==> src/rtl/alu_pkg.sv <==
`default_nettype none
// ============================================================================
// Module      : alu_pkg
// Description : Shared constants for the ALU issue stage: instruction field
//               positions, default register-file geometry and ALU opcodes.
// Revision    : 1.0 - initial release
// ============================================================================
package alu_pkg;

    // Default geometry
    localparam int DEF_NREGS = 8;
    localparam int DEF_XLEN  = 32;
    localparam int ILEN      = 32;

    // Instruction word field positions
    localparam int OP_LSB  = 0;
    localparam int OP_MSB  = 4;
    localparam int RD_LSB  = 5;
    localparam int RS1_LSB = 8;
    localparam int RS2_LSB = 11;

    // Integer ALU opcodes
    localparam logic [4:0] OP_INT_ADD = 5'b10000;
    localparam logic [4:0] OP_INT_SUB = 5'b10001;
    localparam logic [4:0] OP_INT_X3  = 5'b10011;
    localparam logic [4:0] OP_INT_X7  = 5'b10111;

    // Floating-point ALU opcodes
    localparam logic [4:0] OP_FP_ADD  = 5'b01000;
    localparam logic [4:0] OP_FP_X1   = 5'b01001;
    localparam logic [4:0] OP_FP_X3   = 5'b01011;
    localparam logic [4:0] OP_FP_X7   = 5'b01111;

    // True for opcodes handled by the floating-point side of the ALU
    function automatic logic is_fp_op(input logic [4:0] op);
        return (op[4:3] == 2'b01);
    endfunction

endpackage
`default_nettype wire

==> src/rtl/alu_regfile.sv <==
`default_nettype none
// ============================================================================
// Module      : alu_regfile
// Description : NREGS x XLEN register file, two asynchronous read ports and
//               two write ports. The writeback port has priority over the
//               host port when both target the same register.
// Ports       : clk, rst_n (async active-low clear)
//               rd1_addr/rd1_data, rd2_addr/rd2_data : read ports
//               wb_en/wb_addr/wb_data                : writeback (priority)
//               host_en/host_addr/host_data          : host write
// Revision    : 1.0 - initial release
// ============================================================================
module alu_regfile
    import alu_pkg::*;
#(
    parameter  int NREGS = DEF_NREGS,
    parameter  int XLEN  = DEF_XLEN,
    localparam int AW    = $clog2(NREGS)
) (
    input  logic            clk,
    input  logic            rst_n,
    input  logic [AW-1:0]   rd1_addr,
    output logic [XLEN-1:0] rd1_data,
    input  logic [AW-1:0]   rd2_addr,
    output logic [XLEN-1:0] rd2_data,
    input  logic            wb_en,
    input  logic [AW-1:0]   wb_addr,
    input  logic [XLEN-1:0] wb_data,
    input  logic            host_en,
    input  logic [AW-1:0]   host_addr,
    input  logic [XLEN-1:0] host_data
);

    logic [XLEN-1:0] w_regs [NREGS];

    generate
        for (genvar gi = 0; gi < NREGS; gi++) begin : g_reg
            logic [XLEN-1:0] r_q;

            always_ff @(posedge clk or negedge rst_n) begin
                if (!rst_n) begin
                    r_q <= '0;
                end else if (wb_en && (wb_addr == AW'(gi))) begin
                    r_q <= wb_data;
                end else if (host_en && (host_addr == AW'(gi))) begin
                    r_q <= host_data;
                end
            end

            assign w_regs[gi] = r_q;
        end
    endgenerate

    // Reads see the stored value only; same-cycle writes are not bypassed.
    assign rd1_data = w_regs[rd1_addr];
    assign rd2_data = w_regs[rd2_addr];

endmodule
`default_nettype wire

==> src/rtl/alu_issue.sv <==
`default_nettype none
// ============================================================================
// Module      : alu_issue
// Description : Issue / operand-fetch stage in front of the ALU. Accepts an
//               instruction over valid/ready, reads rs1/rs2 from the register
//               file, drives the ALU for one cycle and writes the result back
//               to rd on the following edge, pulsing res_valid.
// Config      : ALU_ISSUE_FORWARD_EN - when defined, a RAW hazard against the
//               instruction in the ALU is resolved by forwarding alu_s; when
//               undefined the stage stalls one cycle on such a hazard.
// Ports       : clk, rst_n (async active-low)
//               in_valid/in_ready/in_instr : instruction handshake
//               wr_en/wr_addr/wr_data      : host register write
//               alu_a/alu_b/alu_instr      : to ALU; alu_s/alu_ze from ALU
//               res_valid/res_data/res_zero/res_rd : writeback report
// Revision    : 1.0 - initial release
// ============================================================================
module alu_issue
    import alu_pkg::*;
#(
    parameter  int NREGS = DEF_NREGS,
    parameter  int XLEN  = DEF_XLEN,
    localparam int AW    = $clog2(NREGS)
) (
    input  logic            clk,
    input  logic            rst_n,
    input  logic            in_valid,
    output logic            in_ready,
    input  logic [ILEN-1:0] in_instr,
    input  logic            wr_en,
    input  logic [AW-1:0]   wr_addr,
    input  logic [XLEN-1:0] wr_data,
    output logic [XLEN-1:0] alu_a,
    output logic [XLEN-1:0] alu_b,
    output logic [ILEN-1:0] alu_instr,
    input  logic [XLEN-1:0] alu_s,
    input  logic            alu_ze,
    output logic            res_valid,
    output logic [XLEN-1:0] res_data,
    output logic            res_zero,
    output logic [AW-1:0]   res_rd
);

    logic [AW-1:0]   w_rd;
    logic [AW-1:0]   w_rs1;
    logic [AW-1:0]   w_rs2;
    logic [XLEN-1:0] w_rf_a;
    logic [XLEN-1:0] w_rf_b;
    logic [XLEN-1:0] w_op_a;
    logic [XLEN-1:0] w_op_b;
    logic            w_hit1;
    logic            w_hit2;
    logic            w_accept;

    logic            r_run;
    logic            r_ex_valid;
    logic [AW-1:0]   r_ex_rd;
    logic [XLEN-1:0] r_ex_a;
    logic [XLEN-1:0] r_ex_b;
    logic [ILEN-1:0] r_ex_instr;

    assign w_rd  = in_instr[RD_LSB  +: AW];
    assign w_rs1 = in_instr[RS1_LSB +: AW];
    assign w_rs2 = in_instr[RS2_LSB +: AW];

    // Source operand matches the destination of the instruction in the ALU
    assign w_hit1 = r_ex_valid && (w_rs1 == r_ex_rd);
    assign w_hit2 = r_ex_valid && (w_rs2 == r_ex_rd);

`ifdef ALU_ISSUE_FORWARD_EN
    assign w_op_a   = w_hit1 ? alu_s : w_rf_a;
    assign w_op_b   = w_hit2 ? alu_s : w_rf_b;
    assign in_ready = r_run;
`else
    // Stall until the writeback has landed in the register file
    assign w_op_a   = w_rf_a;
    assign w_op_b   = w_rf_b;
    assign in_ready = r_run && !(w_hit1 || w_hit2);
`endif

    assign w_accept = in_valid && in_ready;

    // r_run keeps in_ready low until the first edge after reset release
    always_ff @(posedge clk or negedge rst_n) begin
        if (!rst_n) begin
            r_run <= 1'b0;
        end else begin
            r_run <= 1'b1;
        end
    end

    // Execute stage: operands and instruction held for the ALU
    always_ff @(posedge clk or negedge rst_n) begin
        if (!rst_n) begin
            r_ex_valid <= 1'b0;
            r_ex_rd    <= '0;
            r_ex_a     <= '0;
            r_ex_b     <= '0;
            r_ex_instr <= '0;
        end else begin
            r_ex_valid <= w_accept;
            if (w_accept) begin
                r_ex_rd    <= w_rd;
                r_ex_a     <= w_op_a;
                r_ex_b     <= w_op_b;
                r_ex_instr <= in_instr;
            end
        end
    end

    // Result report; data/zero/rd hold between pulses
    always_ff @(posedge clk or negedge rst_n) begin
        if (!rst_n) begin
            res_valid <= 1'b0;
            res_data  <= '0;
            res_zero  <= 1'b0;
            res_rd    <= '0;
        end else begin
            res_valid <= r_ex_valid;
            if (r_ex_valid) begin
                res_data <= alu_s;
                res_zero <= alu_ze;
                res_rd   <= r_ex_rd;
            end
        end
    end

    assign alu_a     = r_ex_a;
    assign alu_b     = r_ex_b;
    assign alu_instr = r_ex_instr;

    alu_regfile #(
        .NREGS (NREGS),
        .XLEN  (XLEN)
    ) u_regfile (
        .clk       (clk),
        .rst_n     (rst_n),
        .rd1_addr  (w_rs1),
        .rd1_data  (w_rf_a),
        .rd2_addr  (w_rs2),
        .rd2_data  (w_rf_b),
        .wb_en     (r_ex_valid),
        .wb_addr   (r_ex_rd),
        .wb_data   (alu_s),
        .host_en   (wr_en),
        .host_addr (wr_addr),
        .host_data (wr_data)
    );

endmodule
`default_nettype wire

==> config.mk <==
export PLATFORM = sky130hd
export DESIGN_NAME = alu_issue
export DESIGN_NICKNAME = d
export VERILOG_FILES = /design/src/rtl/alu_pkg.sv /design/src/rtl/alu_regfile.sv /design/src/rtl/alu_issue.sv
export SDC_FILE = /design/constraint.sdc
export NUM_CORES = 1
export LEC_CHECK = 0
export ABC_AREA = 0
export ABC_CLOCK_PERIOD_IN_PS = 3210
export BUFFER_PORTS_ARGS = -buffer_cell sky130_fd_sc_hd__buf_4
export CORE_ASPECT_RATIO = 1.75
export CORE_MARGIN = 1.5
export CORE_UTILIZATION = 35
export CTS_CLUSTER_DIAMETER = 60
export DETAILED_ROUTE_END_ITERATION = 7
export GPL_TIMING_DRIVEN = 1
export HOLD_SLACK_MARGIN = 0.06
export PLACE_DENSITY_LB_ADDON = 0.1
export REMOVE_ABC_BUFFERS = 1
export SLEW_MARGIN = 40
export SYNTH_ARGS = -nofsm -noshare
export SYNTH_HDL_FRONTEND = slang
export SYNTH_HIERARCHICAL = 1
export SYNTH_SLANG_ARGS = --single-unit
==> constraint.sdc <==
create_clock -name clk -period 3.21 [get_ports clk]
set_input_delay 0.1605 -clock clk [delete_from_list [all_inputs] [get_ports clk]]
set_output_delay 0.1605 -clock clk [all_outputs]
set_load 0.02 [all_outputs]
## Yosys cells after proc, flatten, opt, wreduce, memory -nomap -nowiden

Index checks and enable logic that the tools add are counted.

- Bits in registers: 394
- Bits of input ports: 104

- Reductions and logical operators: 32
- Equal/unequal tests: 16
- $lt $le $gt $ge: 2
- Multiplexer cells: 22
- Bitwise logic cells: 2

Operator list:

| kind | number |
|---|---|
| two-way mux 32 bit | 20 |
| binary-select mux 32 bit (select 3 bit) | 2 |
| equality test 3 bit (second input constant) | 8 |
| logical AND 1 bit | 20 |
| nonzero test 2 bit | 8 |
| equality test 3 x 2 -> 1 bit (second input constant) | 4 |
| >= comparator 4 bit (second input constant) | 2 |
| inverter 3 -> 4 bit | 2 |
| equality test 3 x 1 -> 1 bit (second input constant) | 2 |
| equality test 3 bit | 2 |
| logical NOT 3 bit | 2 |
| logical NOT 1 bit | 1 |
| logical OR 1 bit | 1 |

## Longest topological paths before layout

Gate-level depths: netlist of the first run.

- Word-level depth: 6
- Mapped depth: 7

## By module

Netlist of the first run, hierarchy kept.

By module, submodules not included:

| module | area each (µm²) | cells an instance | sequential area each (µm²) | times used |
|---|---|---|---|---|
| alu_regfile | 16330.7 | 1420 | 6406.1 | 1 |
| alu_issue | 5162.5 | 293 | 3378.2 | 1 |

## Worst setup path before layout of the first run

OpenSTA, ideal clock, no wires.

- Path kind: register to register
- Start point: register, netlist name alu_instr[7]
- End point: register r_ex_a[0] (netlist: alu_a[0])
- Clock period less this slack: 1934 ps
- Stages on the path, launching flop included: 7
- Setup time: 125 ps
- Setup slack: 1276 ps
- Arrival: 1809 ps
- Buffers on the path: 2
- Path through: dfrtp_1 -> xor2_1 -> o41ai_2 -> nor3b_2 -> buf_4 -> buf_6 -> mux2_4

RTL lines:

| element | line | RTL |
|---|---|---|
| end signal, assigned | alu_issue.sv:104 | `r_ex_a <= w_op_a;` |
| end, declared | alu_issue.sv:58 | `logic [XLEN-1:0] r_ex_a;` |

## Worst setup path after layout of the first run

- Start point: register r_ex_valid
- End point: register u_regfile.g_reg[2].r_q[5]

- Longest elaborated chain between the ends: 2
- Elaborated cells on any way between the ends: 3

Ends and longest elaborated chain:

| element | line | RTL |
|---|---|---|
| start, declared | alu_issue.sv:56 | `logic r_ex_valid;` |
| start signal, assigned | alu_issue.sv:101 | `r_ex_valid <= w_accept;` |
| logical AND 1 bit (*) | alu_regfile.sv:43 | `end else if (wb_en && (wb_addr == AW'(gi))) begin` |
| two-way mux 32 bit / nonzero test 2 bit (equally long branches) | - |  |
| end signal, assigned | alu_regfile.sv:44 | `r_q <= wb_data;` |
| end signal, assigned | alu_regfile.sv:46 | `r_q <= host_data;` |
| end, declared | alu_regfile.sv:38 | `logic [XLEN-1:0] r_q;` |

Every way passes the cells marked *; elsewhere a longest branch is shown, timed or not.
A chain may end at the register's enable or synchronous reset.

==> impl_metrics.ini, run 1 <==
[synthesis]
synth_edf_count = 0
synthTopCellsByArea = dfrtp_1 (46%), mux2i_1 (12%), mux4_1 (9.8%)
synth_most_common_cell = dfrtp_1
netlist.top_cell.by_area = dfrtp_1
synth_seq_area_share_pct = 45.52
synth_commonest_cells = dfrtp_1 (391), mux2i_1 (256), mux2_2 (164)
syn_avg_cell_area_sq_um = 12.55
async_flop_share_pct = 100.0
synth.yosys.warnings = 6
yosysTopAreaCellShare_pct = 45.52
netlist_area_sq_um = 21490
ys.flop_type = dfrtp_1
synth_cell_types = 29
synth_cells = 1713
synth-seq-cells = 391

[timing]
setup_viol = 0
max_freq_mhz = 372.4
slew_violations = 0
fin_crit_sh_pct = 83.65
rsz0062_at_grt = false
fin_skew_ns = 0.01978
holdWs_ns = 0.1186
fin_ws_ns = 0.5249
fin_crit_ns = 2.685
slew_headroom_pct = 40.27
worst_pin_slew_ns = 0.8959
hold_violations = 0

[floorplan]
core_sq_um = 60960
pin_count = 238
die_x_um = 190.3
die-area_sq_um = 62960
start_util_pct = 35.26
fp-row-count = 120
dieHeight_um = 330.8

[clock_network]
root_buffer = clkbuf_16
cts_setup_buffers = 0
clk_latency_ns = 0.59
cts_buffers = 42
path_clk_slew_ns = 0.06
cts_tree = built
cts_max_level = 2
clockBufferDepth = 3
post_cts_resized = 0
clkSinkCount = 391

[detailed_routing]
drc = 0
first_pass_iters = 7
wl_per_cell_um = 24.33
drt_first_iter_violations = 867
ant_nets = 0
routed_wl_mm = 67.63
via_count = 14790
avgViaCountPerCell = 5.321

[power_and_ir_drop]
powerDensity_nw_per_um2 = 760.7
p_leak_nw = 11.54
ir_drop_mv = 0.5378

[placement]
gp_congestion = 0.7489
dp.cells = 2582
hpwlAfterDp_mm = 38.60
port-buffer-count = 237
placed_cell_area_sq_um = 23670
pre_cts_slack_ns = 0.7729

[global_routing]
grt_first_pass_wirelength_mm = 101.1
gr-usage-all-layers_pct = 21.69
grt_max_degree = 77
antenna_found_initial = 3
grt_pass1_vias = 15350
grt_overflow_total = 0

[worst_setup_path]
crit_type = register to register
worst-path-buf-inv = 2
required_ns = 3.67
critPathMaxStageDelay_ns = 0.73
cp-end-kind = register
startpoint_type = register
cpLargestDelayFamily = buffers and inverters
crit_arrival_ns = 3.15
crit_chain = nor4bb_4, buf_4, o21ai_0, dlygate4sd3_1
crit_path_top_delay_cell = buf_4
crit_fanout = 64

[flow_run]
maxCapViolCount = 0

[hold_path]
hp-class = input pin to asynchronous set/reset pin

[layout]
drive_above_1_share_pct = 29.99
final_nets = 2061
area_delta_synth_final_pct = 22.15
design_area_sq_um = 26250
instances_no_fill = 2780

[outcome]
status = complete, no violations
## routing by layer
| metal | part of all wire, % | track usage, % | vias up |
|---|---|---|---|
| li1 | - | - | 6728 |
| met1 | 42 | 27.38 | 7547 |
| met2 | 51 | 38.08 | 429 |
| met3 | 4.7 | 3.507 | 89 |
| met4 | 2.5 | 6.197 | 0 |
| met5 | 0 | 0 | - |
## power by group
group          switching (mW)  internal [mW]
Combinational            2.81           3.92
Clock                    2.13           2.76
Sequential               1.46           6.87
## final cells by class
class	instances	area [sq um]
antenna	3	7.507
clock buffer	64	1255
clock inverter	7	67.56
fill	5763	34700
inverter	1	3.754
multi-input combinational	1119	10660
sequential	391	9788
tap	793	992.2
timing repair buffer	402	3483
## path summary, 6_finish.rpt
check | startpoint | to | slack (ns) | depth (start not counted)
max | r_ex_valid$_DFF_PN0_ | u_regfile/g_reg[2].r_q[5]$_DFFE_PN0P_ | 0.52 | 4
min | rst_n | u_regfile/g_reg[3].r_q[26]$_DFFE_PN0P_ | 0.12 | 2
max reg2reg | r_ex_valid$_DFF_PN0_ | u_regfile/g_reg[2].r_q[5]$_DFFE_PN0P_ | 0.52 | 4
min reg2reg | alu_a[26]$_DFFE_PN0P_ | alu_a[26]$_DFFE_PN0P_ | 0.51 | 1
max in group asynchronous | rst_n | r_ex_valid$_DFF_PN0_ | 2.22 | 3
min in group clk | in_instr[10] | alu_a[8]$_DFFE_PN0P_ | 0.16 | 3
## placed cells by master, fill, tap and decap left out, drive strengths merged
master,netlist,final
dfrtp,391,391
buf,150,278
mux2i,256,256
mux2,196,196
nor2,129,129
a21oi,128,128
nand2,128,128
o21ai,128,128
mux4,128,128
dlygate4sd3,0,124
clkbuf,52,64
xor2,6,6
nand4b,6,6
clkinv,0,4
diode,0,3
and4bb,3,3
nor4bb,3,3
inv,1,3
nand4,2,2
nor4b,2,2
nor4,1,1
o41ai,1,1
nor3b,1,1
bufinv,0,1
conb,1,1
## state kept, by name (all words and copies together), names as in the netlist
signal and count:
r_ex_rd 2, r_ex_valid 1, res_data 32, res_rd 3
alu_a 32, r_run 1, res_valid 1, alu_instr 30
res_zero 1, alu_b 32, u_regfile/g.r_q 256
## kinds of logic after synthesis
group / synth area share (%)
xor gates and xnor gates: 0.2445
other: 0.01745
muxes: 37.56
DFF: 45.52
AOI/OAI and AO/OA: 6.054
and+or+nand+nor: 5.414
buffers and inverters: 5.187
## through the flow
step	total power, mW	util (%)	TNS, ns
6_report	19.97	43.07	0
5_1_grt	21.16	43.06	0
4_1_cts	20.25	43.04	0
3_5_place_dp	14.90	38.83	0
3_3_place_gp	14.71	38.78	0
2_1_floorplan	12.26	-	-481.32
## worst register-to-register path: stages (launching register included)
cell           delay (ns)
dfrtp_4              0.65
nor4bb_4             0.35
buf_4                0.73
o21ai_0              0.23
dlygate4sd3_1        0.59
## what timing repair did
| action | 4_1_cts | 5_1_grt |
|---|---|---|
| setup endpoints to repair | 0 | 0 |
| endpoints found under the hold margin | 589 | 0 |
| hold buffers | 124 | 0 |
Note: power is estimated with default switching activity, not from simulation.
==> inputs of run 2 (changes only) <==
--- a/config.mk
+++ b/config.mk
@@ -6,7 +6,7 @@
 export NUM_CORES = 1
 export LEC_CHECK = 0
 export ABC_AREA = 0
-export ABC_CLOCK_PERIOD_IN_PS = 3210
+export ABC_CLOCK_PERIOD_IN_PS = 2800
 export BUFFER_PORTS_ARGS = -buffer_cell sky130_fd_sc_hd__buf_4
 export CORE_ASPECT_RATIO = 1.75
 export CORE_MARGIN = 1.5
==> constraint.sdc (replaced) <==
create_clock -name clk -period 2.8 [get_ports clk]
set_input_delay 0.14 -clock clk [delete_from_list [all_inputs] [get_ports clk]]
set_output_delay 0.14 -clock clk [all_outputs]
set_load 0.02 [all_outputs]
==> run 2 against run 1 <==
Effect of this change: clock-buffer cell count increased by 1; critical path type unchanged; first-iteration DRC count up 3.5%; sequential power up 14%; sequential cell count unchanged; critical endpoint is now u_regfile/g_reg[1].r_q[13]$_DFFE_PN0P_; maximum frequency rose by 6.1%; final cell count grew 0.18%; routed wire length shrank 0.12%; clock skew shrank 0.0030 ns; largest cell class unchanged; die area unchanged; sequential share of layout area shrank 0.49 points; global-route usage up 0.051 points; highest routed layer unchanged.
==> impl_metrics.ini, run 2 (synthesis gave the netlist of run 1 again) <==
[worst_setup_path]
cpLargestDelayFamily = buffers and inverters
required_ns = 3.24
worst-path-buf-inv = 3
crit_type = register to register
critPathMaxStageDelay_ns = 0.59
r2r_setup_slack_ns = 0.27
crit_arrival_ns = 2.97
crit_path_top_delay_cell = and4bb_4
cp-end-kind = register
crit_fanout = 40
crit_chain = buf_6, and4bb_4, buf_12, o21ai_0, dlygate4sd3_1
startpoint_type = register

[layout]
drive_above_1_share_pct = 30.42
n_fill_cell = 5719
final_cell_mix = dfrtp_1 (390), mux2i_1 (256), buf_4 (254)
area_delta_synth_final_pct = 23.79
antennaDiodeCount = 0
largest_reg_flops = 256
design_area_sq_um = 26610
final_common_cell = dfrtp_1
final_nets = 2066
regMostFlops = u_regfile/g.r_q

[flow_run]
maxCapViolCount = 0

[timing]
fin_crit_ns = 2.530
fin_ws_ns = 0.2698
rsz0062_at_grt = false
worst_pin_slew_ns = 0.8529
fin_crit_sh_pct = 90.36
setup_viol = 0
max_freq_mhz = 395.2
fin_skew_ns = 0.01680
slew_violations = 0
holdWs_ns = 0.1528
slew_headroom_pct = 43.14
hold_violations = 0

[power_and_ir_drop]
ir_drop_mv = 0.4446
p_total_mw = 23.36
powerDensity_nw_per_um2 = 877.9
p_leak_nw = 11.70

[detailed_routing]
drt_first_iter_violations = 897
avgViaCountPerCell = 5.332
routed_wl_mm = 67.55
ant_nets = 0
via_count = 14850
first_pass_iters = 5
wl_per_cell_um = 24.25
drc = 0

[floorplan]
die_x_um = 190.3
start_util_pct = 35.26
fp-row-count = 120
dieHeight_um = 330.8
core_sq_um = 60960
pin_count = 238
die-area_sq_um = 62960

[placement]
gp_congestion = 0.7297
hpwlAfterDp_mm = 37.81
pre_cts_slack_ns = 0.4779
placed_cell_area_sq_um = 23890
port-buffer-count = 237

[global_routing]
gr-usage-all-layers_pct = 21.74
grt_first_pass_wirelength_mm = 101.5
antenna_found_initial = 0
grt_max_degree = 76
grt_overflow_total = 0
grt_pass1_vias = 15590

[clock_network]
path_clk_slew_ns = 0.06
clkSinkCount = 391
cts_max_level = 2
clk_latency_ns = 0.57
cts_tree = built
root_buffer = clkbuf_16
clockBufferDepth = 3
cts_buffers = 43
cts_setup_buffers = 0

[hold_path]
hp-class = input pin to asynchronous set/reset pin

[outcome]
status = complete, no violations
-- run 2: cell count changes in the layout (fill, tap and decap cells not counted) --
cell / change
buf_12: +16
inv_6: -2
bufinv_16: +3
clkbuf_1: -3
buf_6: -5
clkbuf_8: +2
buf_4: -7
clkbuf_16: +2
diode_2: -3
clkinv_2: +2
-- run 2: layout make-up --
cell class	instances	area [sq um]	share of cell area, %
Clock buffer	65	1321	4.966
Clock inverter	10	150.1	0.5643
Inverter	1	3.754	0.01411
Multi-Input combinational cell	1119	10660	40.05
Sequential cell	391	9788	36.79
Tap cell	793	992.2	3.729
Timing Repair Buffer	406	3695	13.89
-- run 2: timing repair --
item / CTS / global route
endpoints found under the hold margin: 379 / 0
resized for setup: 0 / 1
setup endpoints to repair: 0 / 4
hold buffers: 124 / 0
-- run 2: final timing paths --
path / depth (start not counted) / endpoint / start
worst max-delay path: 5 / u_regfile/g_reg[1].r_q[13]$_DFFE_PN0P_ / r_ex_valid$_DFF_PN0_
worst min-delay path: 2 / alu_instr[22]$_DFFE_PN0P_ / rst_n
worst max register to register: 5 / u_regfile/g_reg[1].r_q[13]$_DFFE_PN0P_ / r_ex_valid$_DFF_PN0_
worst min register to register: 1 / res_data[16]$_DFFE_PN0P_ / res_data[16]$_DFFE_PN0P_
max in group asynchronous: 4 / u_regfile/g_reg[4].r_q[24]$_DFFE_PN0P_ / rst_n
min in group clk: 5 / u_regfile/g_reg[0].r_q[18]$_DFFE_PN0P_ / wr_addr[1]
-- run 2: routing by layer --
| metal | up-vias | part of all wire [%] | global-route usage [%] | wire length [um] |
|---|---|---|---|---|
| li1 | 6752 | - | - | - |
| met1 | 7588 | 43 | 27.95 | 29030 |
| met2 | 414 | 50 | 37.89 | 33640 |
| met3 | 95 | 4.5 | 2.871 | 3018 |
| met4 | 0 | 2.8 | 6.624 | 1861 |
| met5 | - | 0 | 0 | 0 |
-- run 2: where the power goes --
group	internal, mW	total [mW]	switching (mW)
sequential	7.88	9.47	1.59
combinational	4.54	7.85	3.31
clock	3.61	6.03	2.43
total	16.0	23.4	7.33
-- run 2: per-stage QoR --
step / cells / utilization (%) / TNS, ns
after CTS: 2785 / 43.64 / 0
final: 2785 / 43.65 / 0
after detailed placement: 2586 / 39.19 / 0
after floorplan: 1511 / - / -612.82
after global routing: 2785 / 43.65 / 0
after global placement: 2586 / 39.19 / 0
==> inputs of run 3 (changes only) <==
--- a/config.mk
+++ b/config.mk
@@ -6,14 +6,14 @@
 export NUM_CORES = 1
 export LEC_CHECK = 0
 export ABC_AREA = 0
-export ABC_CLOCK_PERIOD_IN_PS = 2800
+export ABC_CLOCK_PERIOD_IN_PS = 3300
 export BUFFER_PORTS_ARGS = -buffer_cell sky130_fd_sc_hd__buf_4
 export CORE_ASPECT_RATIO = 1.75
 export CORE_MARGIN = 1.5
 export CORE_UTILIZATION = 35
 export CTS_CLUSTER_DIAMETER = 60
 export DETAILED_ROUTE_END_ITERATION = 7
-export GPL_TIMING_DRIVEN = 1
+export GPL_TIMING_DRIVEN = 0
 export HOLD_SLACK_MARGIN = 0.06
 export PLACE_DENSITY_LB_ADDON = 0.1
 export REMOVE_ABC_BUFFERS = 1
==> constraint.sdc (replaced) <==
create_clock -name clk -period 3.3 [get_ports clk]
set_input_delay 0.165 -clock clk [delete_from_list [all_inputs] [get_ports clk]]
set_output_delay 0.165 -clock clk [all_outputs]
set_load 0.02 [all_outputs]
==> run 3 against run 2 <==
Effect of this change: sequential share of layout area decreased by 0.78 points; sequential cell count stayed put; final cell count grew 2.9%; clock skew increased by 0.0092 ns; critical path depth increased by 3; core utilization up 0.95 points; first-iteration DRC count shrank 5.1%; routed wire length down 1.8%; die area unchanged.
==> impl_metrics.ini, run 3 (synthesis gave the netlist of run 1 again) <==
[outcome]
status = complete, no violations

[clock_network]
clk_latency_ns = 0.57
path_clk_slew_ns = 0.06
root_buffer = clkbuf_16
clockBufferDepth = 3
cts_tree = built
post_cts_resized = 0
clkSinkCount = 391
cts_buffers = 41
cts_max_level = 2

[placement]
port-buffer-count = 237
gp_congestion = 0.7140
pre_cts_slack_ns = 0.1401
hpwlAfterDp_mm = 44.46

[detailed_routing]
via_count = 14980
wl_per_cell_um = 23.14
first_pass_iters = 6
drc = 0
ant_nets = 0
drt_first_iter_violations = 851
avgViaCountPerCell = 5.227
routed_wl_mm = 66.32

[layout]
final_cell_mix = dfrtp_1 (390), buf_4 (313), mux2i_1 (256)
regMostFlops = u_regfile/g.r_q
drive_above_1_share_pct = 32.77
seq_area_sq_um = 9788
n_fill_cell = 5673
final_nets = 2144
final_common_cell = dfrtp_1
largest_reg_flops = 256
area_delta_synth_final_pct = 26.49
multi_input_area_sq_um = 10660

[power_and_ir_drop]
powerDensity_nw_per_um2 = 718.3
ir_drop_mv = 0.4568
p_leak_nw = 12.05

[worst_setup_path]
crit_type = register to register
reg2reg_depth = 8
required_ns = 3.75
crit_fanout = 26
timing.rr.start = r_ex_valid$_DFF_PN0_
r2r_end = u_regfile/g_reg[2].r_q[20]$_DFFE_PN0P_
cp_common_cell = buf_4
cp-end-kind = register
startpoint_type = register
critPathMaxStageDelay_ns = 0.65
crit_arrival_ns = 3.48
r2r_setup_slack_ns = 0.28
crit_chain = buf_12, nor4bb_4, buf_6, buf_4, buf_4, buf_4, o21ai_0, dlygate4sd3_1
crit_path_top_delay_cell = dfrtp_4

[timing]
fin_crit_ns = 3.024
slew_violations = 0
max_freq_mhz = 330.7
fin_crit_sh_pct = 91.63
finalSetupTns_ns = 0
fin_skew_ns = 0.02598
holdWs_ns = 0.1100
hold_violations = 0
fin_ws_ns = 0.2762
rsz0062_at_grt = false
slew_headroom_pct = 43.68
setup_viol = 0
worst_pin_slew_ns = 0.8448

[hold_path]
min-delay-start = wr_addr[0]
hp-class = input pin to register
holdPathEnd = u_regfile/g_reg[0].r_q[14]$_DFFE_PN0P_
hold_depth = 4

[floorplan]
die_x_um = 190.3
pin_count = 238
fp-row-count = 120
start_util_pct = 35.26
dieHeight_um = 330.8
core_sq_um = 60960
die-area_sq_um = 62960

[global_routing]
antenna_found_initial = 1
grt_pass1_vias = 15590
grt_max_degree = 67
gr-usage-all-layers_pct = 21.20
grt_first_pass_wirelength_mm = 100.4
grt_overflow_total = 0

[flow_run]
maxCapViolCount = 0
[run 3: metal layers]
metal / routed length [um] / GRT usage (%) / vias up
met4: 1233 / 4.947 / 0
met5: 0 / 0 / -
li1: - / - / 6914
met2: 33930 / 37.64 / 414
met3: 2755 / 2.469 / 75
met1: 28400 / 27.44 / 7579
[run 3: stage by stage]
| stage | cells | utilization [%] | instance area, sq um | total power, mW |
|---|---|---|---|---|
| after floorplan | 1511 | - | 20380 | 11.93 |
| after global placement | 2541 | 37.98 | 23150 | 14.27 |
| after detailed placement | 2662 | 40.24 | 24530 | 14.55 |
| after CTS | 2864 | 44.55 | 27160 | 19.80 |
| after global routing | 2866 | 44.60 | 27190 | 20.73 |
| final | 2866 | 44.60 | 27190 | 19.53 |
[run 3: worst max path at each step]
stage	from	to	cells after the start
floorplan	r_ex_valid$_DFF_PN0_	alu_a[22]$_DFFE_PN0P_	4
global placement	r_ex_valid$_DFF_PN0_	u_regfile/g_reg[4].r_q[22]$_DFFE_PN0P_	2
detailed placement	r_ex_valid$_DFF_PN0_	alu_instr[15]$_DFFE_PN0P_	9
CTS	r_ex_valid$_DFF_PN0_	u_regfile/g_reg[2].r_q[8]$_DFFE_PN0P_	8
global route	r_ex_valid$_DFF_PN0_	u_regfile/g_reg[2].r_q[20]$_DFFE_PN0P_	8
finish	r_ex_valid$_DFF_PN0_	u_regfile/g_reg[2].r_q[20]$_DFFE_PN0P_	8
[run 3: critical path: cells and delay by family (launching register included)]
kind,cells,cell delay [ns]
buffers and inverters,6,1.52
flip-flops,1,0.65
AND/OR/NAND/NOR,1,0.60
AO/OA/AOI/OAI,1,0.10
[run 3: report_power, final]
part,internal (mW),total [mW],switching (mW)
sequential,6.68,8.00,1.32
clock,2.76,4.80,2.04
combinational,3.91,6.73,2.82
[run 3: layout make-up]
class | instances | share of cell area [%]
Multi-Input combinational cell | 1119 | 39.20
Sequential cell | 391 | 36.00
Timing Repair Buffer | 486 | 16.12
Tap cell | 793 | 3.650
Clock buffer | 64 | 4.579
Clock inverter | 11 | 0.4234
Inverter | 1 | 0.01381
Antenna cell | 1 | 0.009205
[run 3: what timing repair did]
item	4_1_cts	5_1_grt
hold endpoints to repair	577	0
setup buffers	0	1
hold buffers	127	0
endpoints found under the setup margin	0	3
